===== config.mk =====
export PLATFORM = sky130hd
export DESIGN_NAME = cmp_arbiter
export DESIGN_NICKNAME = d
export VERILOG_FILES = /design/src/rtl/cmp_arb_pkg.sv /design/src/rtl/cmp_core.sv /design/src/rtl/cmp_arbiter.sv
export SDC_FILE = /design/constraint.sdc
export NUM_CORES = 1
export LEC_CHECK = 0
export ABC_AREA = 1
export BUFFER_PORTS_ARGS = -buffer_cell sky130_fd_sc_hd__buf_2
export CAP_MARGIN = 20
export CORE_UTILIZATION = 40
export DETAILED_ROUTE_END_ITERATION = 7
export HOLD_SLACK_MARGIN = 0.15
export PLACE_DENSITY = 0.69
export SYNTH_ARGS = -nofsm -noshare
export SYNTH_HDL_FRONTEND = slang
export SYNTH_SLANG_ARGS = --single-unit

===== constraint.sdc =====
create_clock -name clk -period 1.5 [get_ports clk]
set_clock_uncertainty 0.05 [all_clocks]
set_input_delay 0.375 -clock clk [delete_from_list [all_inputs] [get_ports clk]]
set_output_delay 0.375 -clock clk [all_outputs]
set_load 0.02 [all_outputs]

===== src/rtl/cmp_arb_pkg.sv =====
// Shared types and default sizes for the time-shared comparator arbiter.
package cmp_arb_pkg;

  localparam int DEF_NUM_REQ = 4;
  localparam int DEF_WIDTH   = 4;

  typedef enum logic [1:0] {
    ST_IDLE = 2'd0,
    ST_CMP  = 2'd1,
    ST_DONE = 2'd2
  } state_t;

  typedef struct packed {
    logic lt;
    logic eq;
    logic gt;
  } cmp_res_t;

endpackage


===== src/rtl/cmp_core.sv =====
// Purely combinational unsigned magnitude comparator shared by all requesters.
module cmp_core
  import cmp_arb_pkg::*;
#(
  parameter int WIDTH = DEF_WIDTH
) (
  input  logic [WIDTH-1:0] a,
  input  logic [WIDTH-1:0] b,
  output logic             lt,
  output logic             eq,
  output logic             gt
);

  assign lt = (a < b);
  assign eq = (a == b);
  assign gt = (a > b);

endmodule


===== src/rtl/cmp_arbiter.sv =====
// Arbitrates NUM_REQ requesters onto one comparator: latch winner, compare, strobe result.
// Define CMP_ARB_ROUND_ROBIN_EN for round-robin arbitration; default is fixed priority (index 0 highest).
module cmp_arbiter
  import cmp_arb_pkg::*;
#(
  parameter int NUM_REQ = DEF_NUM_REQ,
  parameter int WIDTH   = DEF_WIDTH,
  parameter int IDW     = $clog2(NUM_REQ)
) (
  input  logic                     clk,
  input  logic                     rst_n,
  input  logic [NUM_REQ-1:0]       req,
  input  logic [NUM_REQ*WIDTH-1:0] a_in,
  input  logic [NUM_REQ*WIDTH-1:0] b_in,
  output logic [NUM_REQ-1:0]       ack,
  output logic                     res_valid,
  output logic [IDW-1:0]           res_id,
  output logic                     res_lt,
  output logic                     res_eq,
  output logic                     res_gt,
  output logic                     busy
);

  state_t           state;
  logic [IDW-1:0]   grant_idx;
  logic [IDW-1:0]   gnt_id;
  logic [WIDTH-1:0] a_sel, b_sel;
  logic [WIDTH-1:0] a_lat, b_lat;
  logic             core_lt, core_eq, core_gt;
  cmp_res_t         res_q;

`ifdef CMP_ARB_ROUND_ROBIN_EN
  logic [IDW-1:0] rr_ptr;

  // Scan offsets from high to low so the requester closest to rr_ptr wins.
  // NOTE: every always_comb output gets a default first so no path leaves it unassigned (no latch).
  always_comb begin
    grant_idx = '0;
    for (int i = NUM_REQ - 1; i >= 0; i--) begin
      if (req[rr_ptr + IDW'(i)]) grant_idx = rr_ptr + IDW'(i);
    end
  end

  always_ff @(posedge clk or negedge rst_n) begin
    if (!rst_n) begin
      rr_ptr <= '0;
    end else if (state == ST_IDLE && |req) begin
      rr_ptr <= grant_idx + 1'b1;
    end
  end
`else
  always_comb begin
    grant_idx = '0;
    for (int i = NUM_REQ - 1; i >= 0; i--) begin
      if (req[i]) grant_idx = IDW'(i);
    end
  end
`endif

  always_comb begin
    a_sel = '0;
    b_sel = '0;
    for (int i = 0; i < NUM_REQ; i++) begin
      if (grant_idx == IDW'(i)) begin
        a_sel = a_in[i*WIDTH +: WIDTH];
        b_sel = b_in[i*WIDTH +: WIDTH];
      end
    end
  end

  cmp_core #(.WIDTH(WIDTH)) u_core (
    .a  (a_lat),
    .b  (b_lat),
    .lt (core_lt),
    .eq (core_eq),
    .gt (core_gt)
  );

  // res_id only moves on the CMP edge, so it stays stable alongside the result flags.
  // NOTE: sequential state uses non-blocking assignments so all registers update together.
  always_ff @(posedge clk or negedge rst_n) begin
    if (!rst_n) begin
      state  <= ST_IDLE;
      a_lat  <= '0;
      b_lat  <= '0;
      gnt_id <= '0;
      res_id <= '0;
      res_q  <= '0;
    end else begin
      case (state)
        ST_IDLE: begin
          if (|req) begin
            a_lat  <= a_sel;
            b_lat  <= b_sel;
            gnt_id <= grant_idx;
            state  <= ST_CMP;
          end
        end
        ST_CMP: begin
          res_q  <= '{lt: core_lt, eq: core_eq, gt: core_gt};
          res_id <= gnt_id;
          state  <= ST_DONE;
        end
        ST_DONE: state <= ST_IDLE;
        default: state <= ST_IDLE;
      endcase
    end
  end

  always_comb begin
    ack = '0;
    if (state == ST_DONE) ack[res_id] = 1'b1;
  end

  assign res_valid = (state == ST_DONE);
  assign busy      = (state != ST_IDLE);
  assign res_lt    = res_q.lt;
  assign res_eq    = res_q.eq;
  assign res_gt    = res_q.gt;

endmodule

==> results of run 1 <==
cells in the final DEF, fill, tap and decap left out:
cell type,synthesis,layout
buf_2,0,44
nand2_1,40,40
nor2_1,28,27
dfrtp_1,17,17
nand3_1,16,16
inv_1,14,12
buf_4,0,7
o21ai_0,6,6
nand4_1,6,6
inv_2,3,5
nor2_4,4,5
nor3_2,0,4
ha_1,4,4
nand2_4,3,3
clkbuf_4,0,3
a21oi_1,2,2
nand2_2,1,1
inv_4,1,1
a21oi_4,1,1
o21ai_2,1,1
a41oi_1,1,1
clkinv_2,0,1
dlygate4sd3_1,0,1
area by class of cell:
type,count,area [um^2],area share [%]
well taps,30,37.5,2.55
multi-input cells,117,629,42.7
clock inverters,1,5.00,0.340
clock buffers,3,22.5,1.53
inverters,18,70.1,4.76
repair buffers,52,283,19.2
flip-flops and latches,17,425,28.9
per-layer routing:
metal  vias up  share of wire [%]  wire length (um)  track usage (%)
met1       487                 45              1070             21.2
met5         -                  0                 0                0
li1        609                  -                 -                -
met2        51                 48              1160             34.7
met4         0                1.8                44             7.50
met3         5                5.2               124             1.64
registers in the layout, summed over array words and instances, names as in the netlist:
name and flops:
a_lat 4, b_lat 4, gnt_id 2, res_eq 1, res_gt 1, res_id 2
res_lt 1, state 2
worst max-delay path: stages, from the launching register on:
cell and delay (ns):
dfrtp_1 0.41, inv_2 0.07, nor2_4 0.08, inv_2 0.06, nor3_2 0.11, buf_4 0.16
cell families after synthesis:
family | count (synthesis)
compound gates | 11
fa+ha+maj | 4
flops | 17
buf+inv | 20
simple gates | 102
power breakdown:
part / switching [mW] / total [mW] / internal, mW
Combinational: 0.766 / 1.26 / 0.498
Sequential: 0.131 / 0.808 / 0.677
Clock: 0.142 / 0.241 / 0.0992
metrics by stage:
stage | total power, mW | std cells | utilization (%) | hold slack, ns
after floorplan | 1.69 | 154 | - | 0.0294
after global placement | 1.94 | 230 | 54.4 | 0.252
after detailed placement | 2.00 | 230 | 54.4 | 0.265
after CTS | 2.26 | 235 | 56.3 | 0.338
after global routing | 2.57 | 238 | 57.4 | 0.353
final | 2.31 | 238 | 57.4 | 0.339
final timing paths:
| check | slack [ns] | cells after the start | from | end |
|---|---|---|---|---|
| min reg2reg | 0.44 | 2 | b_lat[2] | b_lat[2] |
| max reg2reg | 0.14 | 7 | state[0] | b_lat[1] |
| min | 0.34 | 5 | b_in[15] | b_lat[3] |
| max in group asynchronous | 0.65 | 2 | rst_n | gnt_id[1] |
| min in group asynchronous | 0.47 | 2 | rst_n | state[1] |
| max | -0.11 | 5 | state[1] | ack[1] |
repair_timing:
item | CTS | global route
hold endpoints to repair | 17 | 0
setup endpoints to repair | 5 | 15
buffers inserted | 0 | 3
hold buffers | 1 | 0
gates resized for setup | 6 | 1
==> metrics.txt, run 1 <==
status=complete, but fails checks; failing checks=setup timing; Worst Path Required=1.07 ns; minimum clock period=1.61 ns; post-synthesis to final-layout area growth=31.5%; pre-CTS setup slack=0.0107 ns; CTS tree=yes; initial antenna violation count=0; routed vias=1152; final period utilization=107%; Worst Setup Start Kind=register; GRT Util Overall=18.5%; Core ar.=between 0.002 and 0.003 mm^2; worst vdd ir=0.947 mV; post-synthesis compound-gate area fraction=6.59%; crit path capture type=output port; Fin. Hold Viols=0; routed vias/inst=4.84; routability cong.=0.745; Primary FF master, synth=dfrtp_1; Post-Synth Adder-Cell Area=roughly 4.5%; total negative slack=-0.466 ns; Initial Util=43.6%; Syn Area/Cell=7.27 um^2; Final nets=251; Clock Latency Late Sink=between 0.2 and 0.3 ns; H-tree depth=1; placed cell areas=0.00140 mm^2; critical path arrival=between 1 and 1.5 ns; top cell type by total area after synthesis=dfrtp_1; CP Max Fanout=4; Leakage Power=0.788 nW; most frequent cell after synthesis=nand2_1; kind of critical path=register to output port; Filler cells=approximately 260; Die H=54.9 um; Synth Warn #=0; CTS Buffer Depth=2; Final WS setup=-0.109 ns; synthesized flop and latch total=17; number of global-route vias before repair=about 1000; Slew @ Worst Pin=0.530 ns; Avg WL per Cell=10.1 um; Num CTS Buffers=3; Max-cap violations=0; xor and xnor area share after synthesis=0%; Final ANT Viol Nets=0; pwr dens=1570 mW/mm^2; Initial DRC Count=23; DRC=0; Congestion Overflow GR=0; clock sink total=17; FMAX=0.622 GHz; layout cells sized above 1=36.5%; mux cell area share after synthesis=0%; Simple-Gate Fraction of Synth Area=42.7%; Top-Level Pins=49; Syn Nets=196; FFs w/ async S/R, synth=100%; Post-synth EDFFs=0; Post-Syn Area=0.00112 mm^2; global-route wire length before repair=about 4000 um; std cell rows=18; RSZ-0062 raised after global routing=true; largest family of logic cells by synthesized area=simple AND/OR/NAND/NOR gates; Antenna diodes=0; port bufs=48; die area=0.00302 mm^2; largest net degree at the start of global routing=18; most frequent cells after synthesis=40 x nand2_1, 28 x nor2_1, 17 x dfrtp_1; clk root buf=clkbuf_4; drt total wl=around 2400 um; Unique masters post-synth=19; cell area after layout=0.00147 mm^2; area fraction of the dominant cell type after synthesis=38.0%; placed wire-length estimate=2010 um; Post-Synthesis Cells=154; HP Class=input pin to register; Seq/Total Area, Yosys=between 30% and 40%; Slew Viols, Final=0; die span in x=54.9 um; Max transition margin=64.7%; final setup fails=5; drt pass-1 iters=4; main area contributors after synthesis=dfrtp_1 38%, nand2_1 13%, nor2_1 9.4%; Clock Pin Slew Worst Setup and Hold Paths=0.10 ns
No activity file was read; power rests on OpenSTA's default activity.
==> run 2, diff against run 1 <==
Settings changed: CTS_BUF_LIST set to sky130_fd_sc_hd__clkbuf_4 sky130_fd_sc_hd__clkbuf_8, GPL_TIMING_DRIVEN set to 0.
==> metrics.txt, run 2 (synthesized netlist as in run 1, its figures left out) <==
status=complete, but fails checks; failing checks=setup timing; Slowest-stage cell, CP=dfrtp_1; drt pass-1 iters=4; Top-Level Pins=49; critical path arrival=1.14 ns; drt total wl=2400 um; layout cells sized above 1=38.1%; CTS Buffer Depth=2; global-route wire length before repair=4020 um; port bufs=48; DRC=0; register area=425 um^2; most frequent cells in the layout=44 x buf_2, 39 x nand2_1, 27 x nor2_1, 17 x dfrtp_1, 16 x nand3_1; Antenna diodes=0; Slew Viols, Final=0; Clock Pin Slew Worst Setup and Hold Paths=about 0.09 ns; RSZ-0062 raised after global routing=true; placed wire-length estimate=~2000 um; worst vdd ir=1.10 mV; Slew @ Worst Pin=approximately 0.37 ns; Max transition margin=roughly three quarters; R2R Setup Slk=about 0.14 ns; final period utilization=104%; HP Class=input pin to register; Filler cells=between 200 and 300; Worst Setup Start Kind=register; fin util=about three fifths; CTS tree=yes; Clock Latency Late Sink=between 0.2 and 0.3 ns; initial antenna violation count=0; routability cong.=0.748; kind of critical path=register to output port; FMAX=0.641 GHz; number of global-route vias before repair=approximately 990; hold path depth=5; Initial Util=43.6%; Avg WL per Cell=~10 um; Final WS setup=-0.0606 ns; die area=0.00302 mm^2; pwr dens=1560 mW/mm^2; largest delay contributor family on the critical path=flip-flops; Die H=54.9 um; most common cell after layout, fill and taps aside=buf_2; H-tree depth=1; routed vias=around 1100; crit path capture type=output port; Congestion Overflow GR=0; Core ar.=between 0.002 and 0.003 mm^2; largest net degree at the start of global routing=18; post-synthesis to final-layout area growth=34.0%; std cell rows=18; Initial DRC Count=13; Fin Hold WS=0.358 ns; CP Cell Sequence=nor2_4, inv_2, nor3_2, buf_4; Num CTS Buffers=3; Worst Path Required=1.07 ns; Final ANT Viol Nets=0; Leakage Power=0.800 nW; clock sink total=17; die span in x=54.9 um; CP Buf/Inv Count=2; Final nets=253; Fin. Hold Viols=0; critical path's largest stage delay=0.41 ns; cell depth of the worst setup path=4; Top Registers=a_lat: 4 flops, b_lat: 4 flops; final setup fails=5; minimum clock period=roughly 1.6 ns; area of the multi-input gates=632 um^2; pre-CTS setup slack=0.0794 ns; routed vias/inst=4.78; CP Max Fanout=4; total power=2.34 mW; reg2reg path depth=7; clk root buf=clkbuf_4; Max-cap violations=0; GRT Util Overall=18.8%
## run 2: cell types whose count changed in the layout (fill, tap and decap cells not counted)
| cell | before | now |
|---|---|---|
| buf_6 | 0 | 2 |
| clkbuf_4 | 3 | 4 |
| clkinv_2 | 1 | 0 |
| inv_1 | 12 | 11 |
| inv_2 | 5 | 6 |
| nand2_1 | 40 | 39 |
| nand2_2 | 1 | 2 |
## run 2: stage by stage
stage / cell area, um^2 / std cells / TNS (ns)
after detailed placement: 1420 / 232 / 0
after global routing: 1500 / 240 / -0.805
after global placement: 1420 / 232 / 0
after CTS: 1480 / 238 / -0.398
final: 1500 / 240 / -0.272
after floorplan: 1140 / 154 / -0.116
## run 2: worst register-to-register path: stages (launching register included)
cell     delay, ns
dfrtp_1       0.41
inv_1         0.14
nand2_2       0.11
a21oi_4       0.17
buf_6         0.16
nand2_1       0.06
nor2_1        0.12
nor2_1        0.05
## run 2: layer usage
metal / global-route usage (%) / part of all wire, % / vias to the layer above
met2: 32.3 / 50 / 44
met4: 7.50 / 0.79 / 0
met3: 3.28 / 5.0 / 2
met1: 23.1 / 44 / 495
li1: - / - / 605
met5: 0 / 0 / -
## run 2: path summary, 6_finish.rpt
kind | startpoint | endpoint
worst max-delay path | state[0] | ack[0]
worst min-delay path | b_in[6] | b_lat[2]
worst max register to register | state[0] | a_lat[1]
worst min register to register | gnt_id[0] | gnt_id[0]
max in group asynchronous | rst_n | a_lat[1]
min in group asynchronous | rst_n | state[0]
## run 2: where the power goes
| group | switching [mW] | total, mW | internal [mW] |
|---|---|---|---|
| sequential | 0.130 | 0.807 | 0.677 |
| clock | 0.129 | 0.250 | 0.121 |
| combinational | 0.763 | 1.29 | 0.523 |
| total | 1.02 | 2.34 | 1.32 |
## run 2: final cells by class
cell class                 count  share of cell area [%]
buffer                         2                    1.50
clock buffer                   4                    2.00
inverter                      18                    4.67
multi-input combinational    117                    42.1
sequential                    17                    28.4
tap                           30                    2.50
timing repair buffer          52                    18.8
## run 2: what timing repair did
item,4_1_cts,5_1_grt
gates resized for setup,7,2
endpoints found under the hold margin,17,0
buffers inserted,1,2
hold buffers,1,0
setup endpoints to repair,5,7
